### src/rtl/ikaopm_timerreg.sv
// Timer register block: synchronised CPU write port, phi1-aligned commit of timer registers, busy status.
// Optional define IKAOPM_TIMERREG_TEST_EN maps address 0x01 onto o_TEST_D2.
module ikaopm_timerreg (
    input  logic       i_EMUCLK,
    input  logic       i_MRST,
    input  logic       i_phi1_NCEN_n,
    input  logic       i_CS_n,
    input  logic       i_WR_n,
    input  logic       i_RD_n,
    input  logic       i_A0,
    input  logic [7:0] i_D,
    output logic [7:0] o_D,
    output logic       o_D_OE,
    input  logic       i_TIMERA_FLAG,
    input  logic       i_TIMERB_FLAG,
    output logic [7:0] o_CLKA1,
    output logic [1:0] o_CLKA2,
    output logic [7:0] o_CLKB,
    output logic       o_TIMERA_RUN,
    output logic       o_TIMERB_RUN,
    output logic       o_TIMERA_IRQ_EN,
    output logic       o_TIMERB_IRQ_EN,
    output logic       o_TIMERA_FRST,
    output logic       o_TIMERB_FRST,
    output logic       o_CSM_EN,
    output logic       o_TEST_D2
);

    logic       cs_s1, cs_s2, wr_s1, wr_s2, rd_s1, rd_s2, a0_s1, a0_s2;
    logic [7:0] d_s1, d_s2;
    logic [1:0] rdy;
    logic       wr_prev;
    logic       wr_act, wr_evt, ncen, commit;

    logic [7:0] addr_reg;
    logic       pending;
    logic [7:0] pend_addr, pend_data;
    logic       busy;
    logic [5:0] busy_cnt;

    always_ff @(posedge i_EMUCLK or posedge i_MRST) begin
        if (i_MRST) begin
            cs_s1   <= 1'b0;
            cs_s2   <= 1'b0;
            wr_s1   <= 1'b0;
            wr_s2   <= 1'b0;
            rd_s1   <= 1'b0;
            rd_s2   <= 1'b0;
            a0_s1   <= 1'b0;
            a0_s2   <= 1'b0;
            d_s1    <= '0;
            d_s2    <= '0;
            rdy     <= '0;
            wr_prev <= 1'b0;
        end else begin
            cs_s1   <= i_CS_n;
            cs_s2   <= cs_s1;
            wr_s1   <= i_WR_n;
            wr_s2   <= wr_s1;
            rd_s1   <= i_RD_n;
            rd_s2   <= rd_s1;
            a0_s1   <= i_A0;
            a0_s2   <= a0_s1;
            d_s1    <= i_D;
            d_s2    <= d_s1;
            rdy     <= {rdy[0], 1'b1};
            wr_prev <= wr_act;
        end
    end

    // Reset clears the synchronisers to "active" levels; rdy masks bus events until they refill.
    assign wr_act = ~cs_s2 & ~wr_s2;
    assign wr_evt = rdy[1] & wr_act & ~wr_prev;
    assign ncen   = ~i_phi1_NCEN_n;
    assign commit = pending & ncen;
    assign o_D_OE = rdy[1] & ~cs_s2 & ~rd_s2;

    always_ff @(posedge i_EMUCLK or posedge i_MRST) begin
        if (i_MRST) begin
            addr_reg        <= '0;
            pending         <= 1'b0;
            pend_addr       <= '0;
            pend_data       <= '0;
            busy            <= 1'b0;
            busy_cnt        <= '0;
            o_D             <= '0;
            o_CLKA1         <= '0;
            o_CLKA2         <= '0;
            o_CLKB          <= '0;
            o_TIMERA_RUN    <= 1'b0;
            o_TIMERB_RUN    <= 1'b0;
            o_TIMERA_IRQ_EN <= 1'b0;
            o_TIMERB_IRQ_EN <= 1'b0;
            o_TIMERA_FRST   <= 1'b0;
            o_TIMERB_FRST   <= 1'b0;
            o_CSM_EN        <= 1'b0;
        end else begin
            if (wr_evt && !a0_s2) addr_reg <= d_s2;
            if (wr_evt && a0_s2) begin
                pend_addr <= addr_reg;
                pend_data <= d_s2;
            end
            // A write landing on the commit edge becomes the next pending entry.
            pending <= (wr_evt & a0_s2) | (pending & ~ncen);

            if (ncen) begin
                o_TIMERA_FRST <= commit & pend_data[4];
                o_TIMERB_FRST <= commit & pend_data[5];
            end

            if (commit) begin
                case (pend_addr)
                    8'h10: o_CLKA1 <= pend_data;
                    8'h11: o_CLKA2 <= pend_data[1:0];
                    8'h12: o_CLKB  <= pend_data;
                    8'h14: begin
                        o_CSM_EN        <= pend_data[7];
                        o_TIMERB_IRQ_EN <= pend_data[3];
                        o_TIMERA_IRQ_EN <= pend_data[2];
                        o_TIMERB_RUN    <= pend_data[1];
                        o_TIMERA_RUN    <= pend_data[0];
                    end
                    default: ;
                endcase
                busy     <= 1'b1;
                busy_cnt <= '1;
            end else if (ncen && busy) begin
                if (busy_cnt == 6'd0) busy <= 1'b0;
                else                  busy_cnt <= busy_cnt - 6'd1;
            end

            o_D <= {busy, 5'b0, i_TIMERB_FLAG, i_TIMERA_FLAG};
        end
    end

`ifdef IKAOPM_TIMERREG_TEST_EN
    always_ff @(posedge i_EMUCLK or posedge i_MRST) begin
        if (i_MRST)                             o_TEST_D2 <= 1'b0;
        else if (commit && pend_addr == 8'h01)  o_TEST_D2 <= pend_data[2];
    end
`else
    assign o_TEST_D2 = 1'b0;
`endif

endmodule

### config.mk
export PLATFORM = sky130hd
export DESIGN_NAME = ikaopm_timerreg
export DESIGN_NICKNAME = d
export VERILOG_FILES = /design/src/rtl/ikaopm_timerreg.sv
export SDC_FILE = /design/constraint.sdc
export NUM_CORES = 1
export LEC_CHECK = 0
export ABC_AREA = 1
export CAP_MARGIN = 20
export CORE_MARGIN = 2
export CORE_UTILIZATION = 40
export CTS_BUF_LIST = sky130_fd_sc_hd__clkbuf_4
export CTS_CLUSTER_DIAMETER = 200
export DETAILED_ROUTE_END_ITERATION = 10
export PLACE_DENSITY = 0.63
export RECOVER_POWER = 100
export SLEW_MARGIN = 0
export SYNTH_ARGS = -nofsm -noshare
export SYNTH_HDL_FRONTEND = slang
export SYNTH_SLANG_ARGS = --single-unit
export TNS_END_PERCENT = 20
### constraint.sdc
create_clock -name i_EMUCLK -period 2.3 [get_ports i_EMUCLK]
set_input_delay 0.23 -clock i_EMUCLK [delete_from_list [all_inputs] [get_ports i_EMUCLK]]
set_output_delay 0.23 -clock i_EMUCLK [all_outputs]
set_load 0.02 [all_outputs]
==> out/metrics.cfg, run 1 <==
[outcome]
outcome = complete, no violations

[power]
p_sw_uw = 953.7
leakage_uw = 0.002010
comb_power_share_pct = 17.7
cellPowerDensity_nw_per_um2 = 837.4
p_int_uw = 2288
power_frac_clock_pct = 25.2
ir_drop_v = 0.0002969
seqPwrFrac_pct = 57.1
swShare_pct = 29.42

[cells_and_area]
n_fill_cell = 737
instances_no_fill = 476
areaGrowthSynthToFinish_pct = 20.30
final_area_um2 = 3871
drive_gt1_share_pct = 5.615
nets = 388
n_antenna_cell = 0
finish.utilization_pct = 49.84

[floorplanning]
start_util_pct = 41.43
die_w_um = 93.70
die_y_um = 93.70
dieArea_um2 = 8779
rows = 32
ios = 52
core-area_um2 = 7767

[place]
dpl_worst_slack_ps = 532.3
postPlaceCellArea_um2 = 3801
dp_hpwl_um = 3717
io_buffers = 45
gp_congestion = 0.8282
place_inst = 460

[timing]
tightest_slew_ps = 1458
finalClockSkew_ps = 18.64
tns_ps = 0
relSlewSlack_pct = 2.785
finalSetupViolCount = 0
rsz0062_at_grt = no
hold_viol_final = 0
fmax_ghz = 0.5328
min_period_over_period_pct = 81.60
slew_violations = 0
worst_slack_ps = 423.2
layout_min_cycle_time_ps = 1877

[setup_path]
crit_slowest_cell = dlygate4sd3_1
worstPathRequired_ps = 2070
path_class = flop to primary output
cp_slowest_stage_delay_ps = 690
start_kind = flop
endpoint_kind = primary output
critPathMaxFanout = 2
path_cells = nor3_1 > dlygate4sd3_1
cp.arrival_ps = 1650

[global_route]
grt_overflow = 0
grt_first_pass_wirelength_um = 9232
grt_pass1_vias = 2004
antenna_found_initial = 0
grt_usage_pct = 13.40
grt_max_degree = 60

[logic_synthesis]
ys_seq_area_share_pct = 67.65
netlist_instances = 315
synth_top_area_cell = dfrtp_1
netlist_area_um2 = 3218
synth.top_cell.area_share_pct = 67.65
ys_types = 25
synth.avg_cell_area_um2 = 10.22
yosysWarnings = 0
ys_ff_latch = 87
ys_top_cells_by_area = dfrtp_1, nand2_1, o21ai_0

[cts]
cts_buffers = 9
cts-resized-gates = 0
post_cts_buffers = 0
cts_root_buf = clkbuf_4
hold_buffers = 0
clk_pin_slew_ps = 110
cts.sinks = 87
clock_path_buffers = 2
cts_tree = yes
clk_latency_ps = 410
h-tree-depth = 3

[min_path]
min_path_type = flop to flop

[flow_run]
drv_cap = 0

[drt]
drt_first_iter_violations = 127
dr_total_vias = 2147
antenna_left = 0
post_drt_wl_per_cell_um = 11.06
routed_wl_um = 5265
post-route-drc-count = 0
vias_per_cell = 4.511
drt_pre_antenna_iters = 4

through the flow:
stage          total power, uW  hold slack (ps)
3_3_place_gp              2459            331.4
5_1_grt                   3465            339.5
2_1_floorplan             2298            261.4
3_5_place_dp              2490            334.7
4_1_cts                   3306            201.7
6_report                  3242            359.9
cells in the mapped netlist:
master    count
nand4_1       3
o21ai_1       4
nand3_1      27
nand3b_1      1
dfrtp_1      87
or2_2         1
nand2_1      86
buf_4         7
ha_1          2
conb_1        2
buf_2         1
clkbuf_1      3
nor2_1       17
o21ai_0      29
nor3_1        1
buf_6         1
nor3_2        1
nor3_4        1
nor2_2        1
o21bai_1      1
a21oi_1       4
nand2_4       1
inv_1        31
nand2_2       2
inv_2         1
power groups by stage:
stage	logic [uW]	registers [uW]	clock network, uW
2_1_floorplan	425	1870	0
3_3_place_gp	577	1880	0
3_5_place_dp	603	1890	0
4_1_cts	605	1860	843
5_1_grt	671	1880	914
6_report	574	1850	817
worst paths after layout:
path                              startpoint                        to  slack (ps)  cells past startpoint
max                          cs_s2$_DFF_PP0_                    o_D_OE         420                      2
min                         rdy[0]$_DFF_PP0_          rdy[1]$_DFF_PP0_         360                      0
max reg2reg                pending$_DFF_PP0_     o_CLKB[4]$_DFFE_PP0P_         500                      5
min reg2reg                 rdy[0]$_DFF_PP0_          rdy[1]$_DFF_PP0_         360                      0
max in group asynchronous             i_MRST    o_CLKA1[4]$_DFFE_PP0P_         650                      3
min in group asynchronous             i_MRST  pend_addr[4]$_DFFE_PP0P_         770                      3
cell families (layout without fill, tap and decap cells):
family / Yosys count / after routing / synth area share [%]
flops: 87 / 87 / 67.65
compound gates: 38 / 38 / 5.988
other cells: 2 / 7 / 0.2334
fa+ha+maj: 2 / 2 / 0.7775
buf+inv: 44 / 98 / 6.220
simple gates: 142 / 142 / 19.13
area by class of cell:
| class | count | area, um2 | share of cell area (%) |
|---|---|---|---|
| inverter | 32 | 121.4 | 3.135 |
| clock inverter | 5 | 48.80 | 1.261 |
| timing repair buffer | 50 | 478.0 | 12.35 |
| tap | 102 | 127.6 | 3.297 |
| multi-input combinational | 189 | 835.8 | 21.59 |
| sequential | 87 | 2177 | 56.24 |
| clock buffer | 11 | 82.58 | 2.133 |
cells in the final DEF, fill, tap and decap left out, drive strengths merged:
| master | n |
|---|---|
| dlygate4sd3 | 44 |
| inv | 31 |
| o21ai | 33 |
| a21oi | 4 |
| nor3 | 3 |
| nand2 | 89 |
| clkbuf | 14 |
| dfrtp | 87 |
| nand3b | 1 |
| o21bai | 1 |
| nand3 | 27 |
| nor2 | 18 |
| conb | 7 |
| nand4 | 3 |
| clkinv | 3 |
| clkinvlp | 2 |
| buf | 2 |
| clkdlybuf4s50 | 1 |
| or2 | 1 |
| bufinv | 1 |
| ha | 2 |
critical path: cells and delay by family, from the launching register on:
family | cells | cell delay [ps]
buffers and inverters | 1 | 690
and+or+nand+nor | 1 | 170
DFF | 1 | 400
layer usage:
layer	GRT usage, %	vias up	routed length [um]
li1	-	1095	-
met1	18.62	999	2630
met2	20.36	45	2341
met3	2.729	8	198
met4	6.159	0	94
met5	0	-	0
No activity file was read; power rests on OpenSTA's default activity.
==> run 2: changes to the inputs <==
--- a/config.mk
+++ b/config.mk
@@ -12,7 +12,7 @@
 export CTS_BUF_LIST = sky130_fd_sc_hd__clkbuf_4
 export CTS_CLUSTER_DIAMETER = 200
 export DETAILED_ROUTE_END_ITERATION = 10
-export PLACE_DENSITY = 0.63
+export PLACE_DENSITY = 0.61
 export RECOVER_POWER = 100
 export SLEW_MARGIN = 0
 export SYNTH_ARGS = -nofsm -noshare
==> constraint.sdc (replaced) <==
create_clock -name i_EMUCLK -period 1.91 [get_ports i_EMUCLK]
set_input_delay 0.191 -clock i_EMUCLK [delete_from_list [all_inputs] [get_ports i_EMUCLK]]
set_output_delay 0.191 -clock i_EMUCLK [all_outputs]
set_load 0.02 [all_outputs]
==> run 2 against run 1 <==
First-iteration DRC count shrank 18%. Critical endpoint unchanged. Sequential share of layout area is 0.16 points lower. Die area unchanged. Design area increased by 0.29%. Clock skew fell by 0.98 ps. Non-clock buffer count rose by 3. Routed wire length rose by 1.1%.
==> out/metrics.cfg, run 2 (synthesis gave the netlist of run 1 again) <==
[timing]
hold_viol_final = 0  ; unchanged
min_period_over_period_pct = 94.16
tightest_slew_ps = 839.0  ; was 1458 ps
finalSetupViolCount = 0  ; unchanged
layout_min_cycle_time_ps = 1798
rsz0062_at_grt = no  ; unchanged
relSlewSlack_pct = 43.76  ; was 2.785%
finalClockSkew_ps = 17.66  ; was 18.64 ps
tns_ps = 0  ; unchanged
worst_slack_ps = 111.6  ; was 423.2 ps
fmax_ghz = 0.5560
slew_violations = 0  ; unchanged

[power]
leakage_uw = 0.002011  ; was 0.002010 uW
power_frac_clock_pct = 23.2  ; was 25.2%
swShare_pct = 31.57  ; was 29.42%
cellPowerDensity_nw_per_um2 = 980.3  ; was 837.4 nW/um2
p_sw_uw = 1202  ; was 953.7 uW
p_int_uw = 2604  ; was 2288 uW
total_power_uw = 3806  ; was 3242 uW
seqPwrFrac_pct = 58.7  ; was 57.1%
ir_drop_v = 0.0003555  ; was 0.0002969 V
comb_power_share_pct = 18.2  ; was 17.7%

[outcome]
outcome = complete, no violations  ; unchanged

[cells_and_area]
areaGrowthSynthToFinish_pct = 20.65  ; was 20.30%
drive_gt1_share_pct = 7.692  ; was 5.615%
n_fill_cell = 745  ; was 737
final_cell_mix = nand2_1, dfrtp_1, dlygate4sd3_1  ; unchanged
nets = 391  ; was 388
mostFrequentLayoutCell = nand2_1  ; unchanged
n_antenna_cell = 0  ; unchanged

[place]
gp_congestion = 0.7877  ; was 0.8282
dpl_worst_slack_ps = 269.9  ; was 532.3 ps
io_buffers = 45  ; unchanged
dp_hpwl_um = 3901  ; was 3717 um

[cts]
clock_path_buffers = 2  ; unchanged
cts_root_buf = clkbuf_4  ; unchanged
cts-resized-gates = 0  ; unchanged
clk_pin_slew_ps = 140  ; was 110 ps
cts_tree = yes  ; unchanged
hold_buffers = 0  ; unchanged
cts.sinks = 87  ; unchanged
cts_buffers = 9  ; unchanged
clk_latency_ps = 420  ; was 410 ps
post_cts_buffers = 0  ; unchanged
h-tree-depth = 3  ; unchanged

[setup_path]
endpoint_kind = primary output  ; unchanged
startpoint = cs_s2$_DFF_PP0_  ; unchanged
worstPathRequired_ps = 1720  ; was 2070 ps
path_class = flop to primary output  ; unchanged
cp_slowest_stage_delay_ps = 620  ; was 690 ps
reg2reg_slack_ps = 310  ; was 500 ps
crit_slowest_cell = clkdlybuf4s50_1  ; was dlygate4sd3_1
cp_num_buf_inv = 1  ; unchanged
crit-reg2reg-launch = pending$_DFF_PP0_  ; unchanged
start_kind = flop  ; unchanged
path_delay_family = buffers and inverters  ; unchanged
critPathMaxFanout = 2  ; unchanged
path_cells = nor3_1 > clkdlybuf4s50_1  ; was nor3_1 > dlygate4sd3_1
cp.arrival_ps = 1610  ; was 1650 ps

[floorplanning]
core-area_um2 = 7767  ; unchanged
die_w_um = 93.70  ; unchanged
dieArea_um2 = 8779  ; unchanged
rows = 32  ; unchanged
die_y_um = 93.70  ; unchanged
ios = 52  ; unchanged
start_util_pct = 41.43  ; unchanged

[global_route]
grt_overflow = 0  ; unchanged
grt_pass1_vias = 2003  ; was 2004
grt_max_degree = 34  ; was 60
grt_usage_pct = 13.96  ; was 13.40%
grt_first_pass_wirelength_um = 9494  ; was 9232 um
antenna_found_initial = 0  ; unchanged

[drt]
post-route-drc-count = 0  ; unchanged
drt_pre_antenna_iters = 4  ; unchanged
vias_per_cell = 4.486  ; was 4.511
antenna_left = 0  ; unchanged
dr_total_vias = 2149  ; was 2147
post_drt_wl_per_cell_um = 11.11  ; was 11.06 um
drt_first_iter_violations = 104  ; was 127
routed_wl_um = 5321  ; was 5265 um

[min_path]
min_path_type = primary input to flop  ; was flop to flop
hold_path_startpoint = i_D[0]  ; was rdy[0]$_DFF_PP0_

[flow_run]
drv_cap = 0  ; unchanged

[run 2: per-stage QoR]
| stage | util (%) | cell area [um2] | hold slack (ps) | std cells |
|---|---|---|---|---|
| after floorplan | - | 3241 | 222.4 | 320 |
| after global placement | 49.39 | 3836 | 332.1 | 463 |
| after detailed placement | 49.39 | 3836 | 334.7 | 463 |
| after CTS | 50.89 | 3953 | 126.7 | 479 |
| after global routing | 49.98 | 3882 | 263.4 | 479 |
| final | 49.98 | 3882 | 312.1 | 479 |
[run 2: area by class of cell]
cell class / count / area (um2) / share of cell area, %
Sequential cell: 87 / 2177 / 56.07
Clock buffer: 9 / 67.56 / 1.740
Tap cell: 102 / 127.6 / 3.287
Inverter: 32 / 121.4 / 3.126
Multi-Input combinational cell: 189 / 842.1 / 21.69
Timing Repair Buffer: 53 / 498.0 / 12.83
Clock inverter: 7 / 48.80 / 1.257
[run 2: worst register-to-register path, cell delays in order (launching register included)]
cell	delay [ps]
dfrtp_1	390
nand2_1	230
nor3_4	180
clkbuf_2	260
nand2_1	240
nand2_1	100
o21ai_0	80
[run 2: power by group through the flow]
stage / clock, uW / combinational [uW] / sequential (uW)
after detailed placement: 0 / 727 / 2280
after CTS: 923 / 732 / 2240
final: 881 / 692 / 2230
after global routing: 1020 / 825 / 2270
after global placement: 0 / 707 / 2270
after floorplan: 0 / 511 / 2260
[run 2: routing by layer]
| layer | GRT usage (%) | vias up | wire (um) |
|---|---|---|---|
| li1 | - | 1101 | - |
| met1 | 19.62 | 987 | 2536 |
| met2 | 20.30 | 51 | 2451 |
| met3 | 3.371 | 10 | 212 |
| met4 | 6.884 | 0 | 122 |
| met5 | 0 | - | 0 |
[run 2: worst paths after layout]
check,end,depth (start not counted)
setup / recovery,o_D_OE,2
hold / removal,d_s1[0]$_DFF_PP0_,1
setup reg to reg,o_CLKA1[4]$_DFFE_PP0P_,6
hold reg to reg,a0_s2$_DFF_PP0_,0
max in group asynchronous,o_CLKA1[6]$_DFFE_PP0P_,3
min in group asynchronous,o_D[0]$_DFF_PP0_,2
